[src/rtl/pc_seq_pkg.sv]
// Shared types and defaults for the fetch-address sequencer.
// Holds the FSM state encoding and the alignment-mask helper.
package pc_seq_pkg;

  typedef enum logic [1:0] {
    BOOT  = 2'd0,
    ISSUE = 2'd1,
    HOLD  = 2'd2
  } pc_state_e;

  localparam int unsigned XLEN_DEF       = 32;
  localparam int unsigned INC_DEF        = 4;
  localparam int unsigned ALIGN_BITS_DEF = 2;
  localparam logic [31:0] RESET_ADDR_DEF = 32'h0000_0000;
  localparam int unsigned MAX_XLEN       = 64;

  // Mask with the low align_bits cleared; callers slice it down to their XLEN.
  function automatic logic [MAX_XLEN-1:0] align_mask(input int unsigned align_bits);
    logic [MAX_XLEN-1:0] lowOnes;
    lowOnes = (MAX_XLEN'(1) << align_bits) - MAX_XLEN'(1);
    return ~lowOnes;
  endfunction

endpackage

[src/rtl/pc_next_addr.sv]
// Next fetch-address datapath: sequential incrementer plus target-select mux.
// Purely combinational; the FSM in pc_sequencer decides when to use it.
module pc_next_addr
  import pc_seq_pkg::*;
#(
  parameter int unsigned XLEN       = XLEN_DEF,
  parameter int unsigned INC        = INC_DEF,
  parameter int unsigned ALIGN_BITS = ALIGN_BITS_DEF
) (
  input  logic [XLEN-1:0] cur_addr_i,
  input  logic            redirect_valid_i,
  input  logic [XLEN-1:0] redirect_target_i,
  input  logic            pend_valid_i,
  input  logic [XLEN-1:0] pend_addr_i,
  output logic [XLEN-1:0] next_addr_o,
  output logic [XLEN-1:0] aligned_target_o,
  output logic            misaligned_o
);

  localparam logic [MAX_XLEN-1:0] MASK_WIDE = align_mask(ALIGN_BITS);
  localparam logic [XLEN-1:0]     ADDR_MASK = MASK_WIDE[XLEN-1:0];
  localparam logic [XLEN-1:0]     INC_VEC   = XLEN'(INC);

  logic [XLEN-1:0] incAddr;
  logic [XLEN-1:0] targetAddr;
  logic            selTarget;

  assign aligned_target_o = redirect_target_i & ADDR_MASK;
  assign misaligned_o     = |(redirect_target_i & ~ADDR_MASK);

  // Carry-in is zero and the carry-out is dropped, so the PC wraps modulo 2^XLEN.
  assign incAddr = cur_addr_i + INC_VEC;

  // A redirect arriving this cycle is newer than anything pending, so it wins.
  assign targetAddr  = redirect_valid_i ? aligned_target_o : pend_addr_i;
  assign selTarget   = redirect_valid_i | pend_valid_i;
  assign next_addr_o = selTarget ? targetAddr : incAddr;

endmodule

[src/rtl/pc_sequencer.sv]
// Fetch-address controller: owns the PC, drives the req/ack fetch handshake
// and reports each accepted, non-squashed fetch address to decode.
module pc_sequencer
  import pc_seq_pkg::*;
#(
  parameter int unsigned     XLEN       = XLEN_DEF,
  parameter logic [XLEN-1:0] RESET_ADDR = XLEN'(RESET_ADDR_DEF),
  parameter int unsigned     INC        = INC_DEF,
  parameter int unsigned     ALIGN_BITS = ALIGN_BITS_DEF
) (
  input  logic            clk,
  input  logic            rst_n,
  input  logic            stall,
  input  logic            redirect_valid,
  input  logic [XLEN-1:0] redirect_target,
  output logic            fetch_req,
  output logic [XLEN-1:0] fetch_addr,
  input  logic            fetch_ack,
  output logic [XLEN-1:0] pc_out,
  output logic            pc_valid,
  output logic            misalign_err
);

  pc_state_e       state_q, state_d;
  logic            fetch_req_q, fetch_req_d;
  logic [XLEN-1:0] fetch_addr_q, fetch_addr_d;
  logic [XLEN-1:0] pc_out_q, pc_out_d;
  logic            pc_valid_q, pc_valid_d;
  logic            misalign_q, misalign_d;
  logic            squash_q, squash_d;
  logic            pend_valid_q, pend_valid_d;
  logic [XLEN-1:0] pend_addr_q, pend_addr_d;

  logic [XLEN-1:0] nextAddr;
  logic [XLEN-1:0] alignedTarget;
  logic            targetMisaligned;
  logic            accept;
  logic            squashed;

  pc_next_addr #(
    .XLEN       (XLEN),
    .INC        (INC),
    .ALIGN_BITS (ALIGN_BITS)
  ) u_next_addr (
    .cur_addr_i        (fetch_addr_q),
    .redirect_valid_i  (redirect_valid),
    .redirect_target_i (redirect_target),
    .pend_valid_i      (pend_valid_q),
    .pend_addr_i       (pend_addr_q),
    .next_addr_o       (nextAddr),
    .aligned_target_o  (alignedTarget),
    .misaligned_o      (targetMisaligned)
  );

  assign accept   = fetch_req_q & fetch_ack;
  assign squashed = redirect_valid | squash_q;

  always_comb begin
    state_d      = state_q;
    fetch_addr_d = fetch_addr_q;
    pc_out_d     = pc_out_q;
    pc_valid_d   = 1'b0;
    misalign_d   = redirect_valid & targetMisaligned;
    squash_d     = squash_q;
    pend_valid_d = pend_valid_q;
    pend_addr_d  = pend_addr_q;

    unique case (state_q)
      BOOT: begin
        state_d = ISSUE;
        if (redirect_valid) fetch_addr_d = alignedTarget;
      end
      ISSUE: begin
        if (accept) begin
          if (!squashed) begin
            pc_out_d   = fetch_addr_q;
            pc_valid_d = 1'b1;
          end
          fetch_addr_d = nextAddr;
          squash_d     = 1'b0;
          pend_valid_d = 1'b0;
          state_d      = stall ? HOLD : ISSUE;
        end else if (redirect_valid) begin
          // Outstanding request keeps its address; its result is dropped later.
          pend_addr_d  = alignedTarget;
          pend_valid_d = 1'b1;
          squash_d     = 1'b1;
        end
      end
      HOLD: begin
        if (redirect_valid) begin
          fetch_addr_d = alignedTarget;
          pend_valid_d = 1'b0;
        end
        if (!stall) state_d = ISSUE;
      end
      default: state_d = BOOT;
    endcase
  end

  assign fetch_req_d = (state_d == ISSUE);

  always_ff @(posedge clk or negedge rst_n) begin
    if (!rst_n) begin
      state_q      <= BOOT;
      fetch_req_q  <= 1'b0;
      fetch_addr_q <= RESET_ADDR;
      pc_out_q     <= '0;
      pc_valid_q   <= 1'b0;
      misalign_q   <= 1'b0;
      squash_q     <= 1'b0;
      pend_valid_q <= 1'b0;
      pend_addr_q  <= '0;
    end else begin
      state_q      <= state_d;
      fetch_req_q  <= fetch_req_d;
      fetch_addr_q <= fetch_addr_d;
      pc_out_q     <= pc_out_d;
      pc_valid_q   <= pc_valid_d;
      misalign_q   <= misalign_d;
      squash_q     <= squash_d;
      pend_valid_q <= pend_valid_d;
      pend_addr_q  <= pend_addr_d;
    end
  end

  assign fetch_req    = fetch_req_q;
  assign fetch_addr   = fetch_addr_q;
  assign pc_out       = pc_out_q;
  assign pc_valid     = pc_valid_q;
  assign misalign_err = misalign_q;

endmodule

[config.mk]
export PLATFORM = sky130hd
export DESIGN_NAME = pc_sequencer
export DESIGN_NICKNAME = d
export VERILOG_FILES = /design/src/rtl/pc_seq_pkg.sv /design/src/rtl/pc_next_addr.sv /design/src/rtl/pc_sequencer.sv
export SDC_FILE = /design/constraint.sdc
export NUM_CORES = 1
export LEC_CHECK = 0
export CAP_MARGIN = 10
export CORE_MARGIN = 2
export CORE_UTILIZATION = 44
export CTS_BUF_LIST = sky130_fd_sc_hd__clkbuf_4 sky130_fd_sc_hd__clkbuf_8 sky130_fd_sc_hd__clkbuf_16
export DETAILED_ROUTE_END_ITERATION = 6
export HOLD_SLACK_MARGIN = 0.06
export PLACE_DENSITY_LB_ADDON = 0.1
export SLEW_MARGIN = 20
export SYNTH_ARGS = -nofsm -noshare
export SYNTH_HDL_FRONTEND = slang
export SYNTH_SLANG_ARGS = --single-unit
[constraint.sdc]
create_clock -name clk -period 5.1 [get_ports clk]
set_clock_uncertainty 0.05 [all_clocks]
set_input_delay 1.02 -clock clk [delete_from_list [all_inputs] [get_ports clk]]
set_output_delay 1.02 -clock clk [all_outputs]
set_load 0.02 [all_outputs]
* Yosys cells after proc, flatten, opt, wreduce, memory -nomap -nowiden
Index checks and enable logic that the tools add are counted.
** Storage, ports and cells
- Bits in registers :: 103
** Cells by class
- Bitwise gates (word level) :: 6
- Add/subtract/negate cells :: 1
- Eq/ne operators :: 7
- Reductions and logical operators :: 11
- Mux-type cells :: 16
** Operators with widths (number)
- $mux 32 :: 4
- $pmux 32 s2 :: 1
- $add 32x3->32 const B :: 1
- $reduce_and 3->1 :: 3
- $mux 1 :: 6
- $mux 2 :: 3
- $pmux 2 s3 :: 1
- $reduce_bool 2->1 :: 3
- $eq 2x1->1 const B :: 2
- $ne 2x2->1 const B :: 2
- $reduce_and 2->1 :: 2
- $reduce_or 2->1 :: 2
- $ne 3x3->1 const B :: 1
- $and 1x1->1 :: 2
- $eq 2x2->1 const B :: 1
- $logic_not 2->1 :: 1
- $ne 2x1->1 const B :: 1
- $not 1->1 :: 2
- $or 1x1->1 :: 2
- $pmux 1 s2 :: 1

* Depth between registers and ports, before layout
- Depth in word-level cells :: 4
- Depth in mapped cells :: 8

* Modules after synthesis
A second synthesis with hierarchy kept.
** Unflattened totals
- Cell total of the unflattened synthesis :: 478
- Area, all modules :: 5704.2 um2
** Modules (own cells, without submodules)
- pc_sequencer :: cells an instance 265, sequential area each 2577.5 um2, area an instance 4356.7 um2, times used 1
- pc_next_addr :: cells an instance 213, sequential area each 0.0 um2, area an instance 1347.5 um2, times used 1

* Least setup slack after synthesis
Ideal clock, no wire load.
- Kind :: in2reg
- From :: in redirect_valid
- To :: reg fetch_addr_q[27] (netlist: fetch_addr[27])
- Data required time :: 4.981 ns
- Arrival :: 2.342 ns
- Setup slack :: 2.639 ns
- Stages :: 5
- Buffers on the path :: 1
- Cells stage by stage :: or3b_2 > clkbuf_1 > a211o_1 > or4_1 > nand3_1
** Between the ends
- Longest elaborated chain between the ends :: 4
- Elaborated cells between the ends (all ways) :: 7
** Ends and longest elaborated chain
- start, declared :: RTL line pc_sequencer.sv:14 : input logic redirect_valid,
- $mux 32 / $or 1x1->1 (equally long branches) :: RTL line pc_next_addr.sv:35, pc_next_addr.sv:36
- $mux 32 :: RTL line pc_next_addr.sv:37 : assign next_addr_o = selTarget ? targetAddr : incAddr;
- $mux 32 :: RTL line pc_sequencer.sv:74 : if (accept) begin
- $pmux 32 s2 :: RTL line pc_sequencer.sv:68 : unique case (state_q)
- end signal, assigned :: RTL line pc_sequencer.sv:117 : fetch_addr_q <= fetch_addr_d;
- end, declared :: RTL line pc_sequencer.sv:26 : logic [XLEN-1:0] fetch_addr_q, fetch_addr_d;
Parallel ways exist; a longest one is shown, timed or not. The select of a mux whose other input is x is not followed.
A chain may end at the register's enable or synchronous reset.

* Final worst setup path
- From :: in redirect_valid
- To :: reg pend_addr_q[7]
** Between the ends
- Longest elaborated chain between the ends :: 1
** Ends and longest elaborated chain
- $mux 32
- end signal, assigned :: RTL line pc_sequencer.sv:123 : pend_addr_q <= pend_addr_d;
- end, declared :: RTL line pc_sequencer.sv:32 : logic [XLEN-1:0] pend_addr_q, pend_addr_d;
No other way between the ends.

==> metrics.md <==
| Metric | Value |
|---|---|
| Sequential-to-total area share from yosys stat | `49.57%` |
| Final ANT Viol Nets | `0` |
| First-pass GRT wire length | `22550 um` |
| Hold Crit Depth | `2` |
| Crit-path cells | `clkdlybuf4s50_1, nand3_1, a21oi_2, buf_4, mux2_2` |
| Sequential power share | `38.2%` |
| Via count | `4319` |
| Setup-failing EPs final | `0` |
| Setup TNS | `0 ns` |
| Yosys reg bits | `103` |
| Die span in y | `112.7 um` |
| Core Region | `11470 um^2` |
| CTS H-tree lvls | `3` |
| Power Dens Cells | `622.0 nW/um^2` |
| Grt total ovfl | `0` |
| Commonest cells in the netlist | `103 x dfrtp_1, 59 x mux2_2, 45 x nand2_1, 41 x o21ai_0, 27 x clkbuf_1` |
| Starting DRT DRC Count | `280` |
| Die Span X | `112.7 um` |
| Switching portion of total power | `39.40%` |
| Synth area leader | `dfrtp_1` |
| CTS Buf Count | `9` |
| Area of the multi-input gates | `2432 um^2` |
| Worst Path Required | `5.28 ns` |
| CP Max Fanout | `19` |
| Count leader, synth | `dfrtp_1` |
| Drt wl/cell | `19.15 um` |
| RSZ-0062 raised after global routing | `no` |
| GRT Overall Usage | `22.41%` |
| Reg2reg path depth | `4` |
| Post-CTS Hold Buffers | `0` |
| Static Leak | `0.002723 uW` |
| Worst path arrival time | `3.43 ns` |
| Top-area cell type share of the netlist area | `49.57%` |
| DRC viols | `0` |
| Max-slew headroom | `34.79%` |
| Final hold viol count | `0` |
| Synth unique cells | `52` |
| Yosys warns | `0` |
| Synth top area cells | `dfrtp_1 50%, mux2_2 13%, o21ai_0 3.9%, nand2_1 3.2%, mux2i_1 2.3%` |
| Fin. max-slew vios | `0` |
| Post-CTS sizing | `0` |
| CTS tree | `yes` |
| Max IR drop VDD | `0.3107 mV` |
| Internal power | `2513 uW` |
| Max Buffers Root-to-Sink | `2` |
| DP Cell Count | `708` |
| Area Overhead vs Synth | `28.25%` |
| Non-filler instance count after layout | `724` |
| Slowest cell on the critical path | `clkdlybuf4s50_1` |
| GP Congestion | `0.8498` |
| Syn Inst Count | `489` |
| Drt first pass iters | `4` |
| Syn Std Cell Area | `5200 um^2` |
| Fin crit share | `63.72%` |
| Post-Syn Area per Cell | `10.63 um^2` |
| Psw | `1634 uW` |
| Status | `complete, no violations` |
| PortBufs | `103` |
| Initial Utilization | `45.35%` |
| Number of global-route vias before repair | `4202` |
| Dominant synthesized flop cell | `dfrtp_1` |
| IO Pins | `104` |
| Combinational power share | `43.2%` |
| EDFF count, synth | `0` |
| Hold Crit Class | `reg2reg` |
| DP HPWL | `9598 um` |
| Worst Setup End Kind | `flip-flop` |
| Clk slew on worst S/H paths | `0.07 ns` |
| Clock latency on the worst-skew pair | `0.35 ns` |
| Crit path largest cell delay | `0.80 ns` |
| Async set-reset flop share out of synthesis | `100.0%` |
| Worst-Margin Slew | `0.9782 ns` |
| Clock share of power | `18.6%` |
| Initial antenna violation count | `0` |
| Largest net degree at the start of global routing | `82` |
| Max_cap viols | `0` |
| Drt via density | `5.965` |
| CTS root buf | `clkbuf_16` |
| CP Class | `in2reg` |
| Post-Route WL | `13860 um` |
| Postcts setup bufs | `0` |
| CP Launch Type | `primary input` |
| Register Area | `2577 um^2` |
| Syn_nets | `527` |
| TritonCTS Sinks | `103` |
| Fmax | `307.7 MHz` |
| Fillers | `976` |
| Min Tclk post-route | `3.250 ns` |
| Layout Nets | `614` |
| DIE AREA | `12700 um^2` |
| Antenna cells | `0` |
| Ratio of cells with drive above 1 in the final layout | `16.18%` |
| Row count | `39` |
[layout by cell type, fill, tap and decap left out, drive strengths merged, types with 3 or more instances in the layout]
cell type / synthesis / layout
dfrtp: 103 / 103
clkdlybuf4s50: 0 / 102
mux2: 59 / 59
nand2: 45 / 45
o21ai: 41 / 41
inv: 15 / 17
nand4: 16 / 16
mux2i: 12 / 12
a21oi: 12 / 12
nor2: 12 / 12
o211ai: 11 / 11
clkbuf: 27 / 11
nand3: 10 / 10
and3: 10 / 10
and2: 9 / 9
nor4: 8 / 8
nor3: 8 / 8
buf: 7 / 8
a221oi: 6 / 6
o2bb2ai: 6 / 6
or3: 5 / 5
and4b: 5 / 5
a211oi: 5 / 5
nor2b: 5 / 5
nand2b: 4 / 4
and4: 4 / 4
a31o: 4 / 4
o311ai: 4 / 4
a41oi: 4 / 4
a22oi: 3 / 3
a32o: 3 / 3
o31ai: 3 / 3
a31oi: 3 / 3
or4: 3 / 3
[worst max-delay path, delay by kind of cell]
kind / cells / cell delay (ns)
muxes: 1 / 0.37
and+or+nand+nor: 1 / 0.19
AOI/OAI and AO/OA: 1 / 0.63
buffers and inverters: 2 / 1.22
[cell type report]
type	instances	area share, %
Inverter	15	0.8443
Multi-Input combinational cell	337	36.47
Clock inverter	5	1.295
Tap cell	143	2.683
Sequential cell	103	38.65
Timing Repair Buffer	110	16.27
Clock buffer	11	3.790
[per-stage QoR]
step / power, uW / instance area [um^2] / hold slack [ns] / worst slack (ns) / util [%]
floorplan: 2567 / 5200 / 0.4146 / 2.639 / -
global placement: 3322 / 6326 / 0.4172 / 1.555 / 55.17
detailed placement: 3385 / 6326 / 0.4228 / 1.487 / 55.17
CTS: 4163 / 6665 / 0.4377 / 1.844 / 58.12
global route: 4406 / 6669 / 0.4616 / 1.684 / 58.16
finish: 4148 / 6669 / 0.4305 / 1.850 / 58.16
[power groups by stage]
stage	clock network, uW	registers, uW	logic, uW
final	770	1580	1790
after detailed placement	0	1590	1790
after CTS	783	1580	1800
after global placement	0	1570	1750
after floorplan	0	1740	825
after global routing	824	1650	1930
[logic make-up after synthesis]
group,share of synthesized area (%)
DFF,49.57
AOI/OAI and AO/OA,14.89
and+or+nand+nor,16.39
muxes,15.09
adders and majority gates,0.2406
buffers and inverters,3.826
[path summary, 6_finish.rpt]
kind                            slack, ns           start             end
min in group asynchronous            0.66           rst_n      pc_out[16]
worst min-delay path                 0.43      pc_out[21]      pc_out[21]
max in group asynchronous            3.54           rst_n      pc_out[26]
worst min register to register       0.43      pc_out[21]      pc_out[21]
worst max-delay path                 1.85  redirect_valid  pend_addr_q[7]
worst max register to register       2.49      state_q[0]      pc_out[27]
[state kept, by name (all words and copies together) (netlist names)]
register	cells
fetch_addr	32
fetch_req	1
misalign_err	1
pc_out	32
pc_valid	1
pend_addr_q	32
pend_valid_q	1
squash_q	1
state_q	2
[per-layer routing]
layer | GRT usage, % | vias to the layer above | part of all wire, %
met3 | 3.749 | 18 | 6.1
li1 | - | 2002 | -
met4 | 7.073 | 0 | 1.4
met1 | 34.07 | 2141 | 47
met5 | 0 | - | 0
met2 | 32.89 | 158 | 46
No activity file was read; power rests on OpenSTA's default activity.
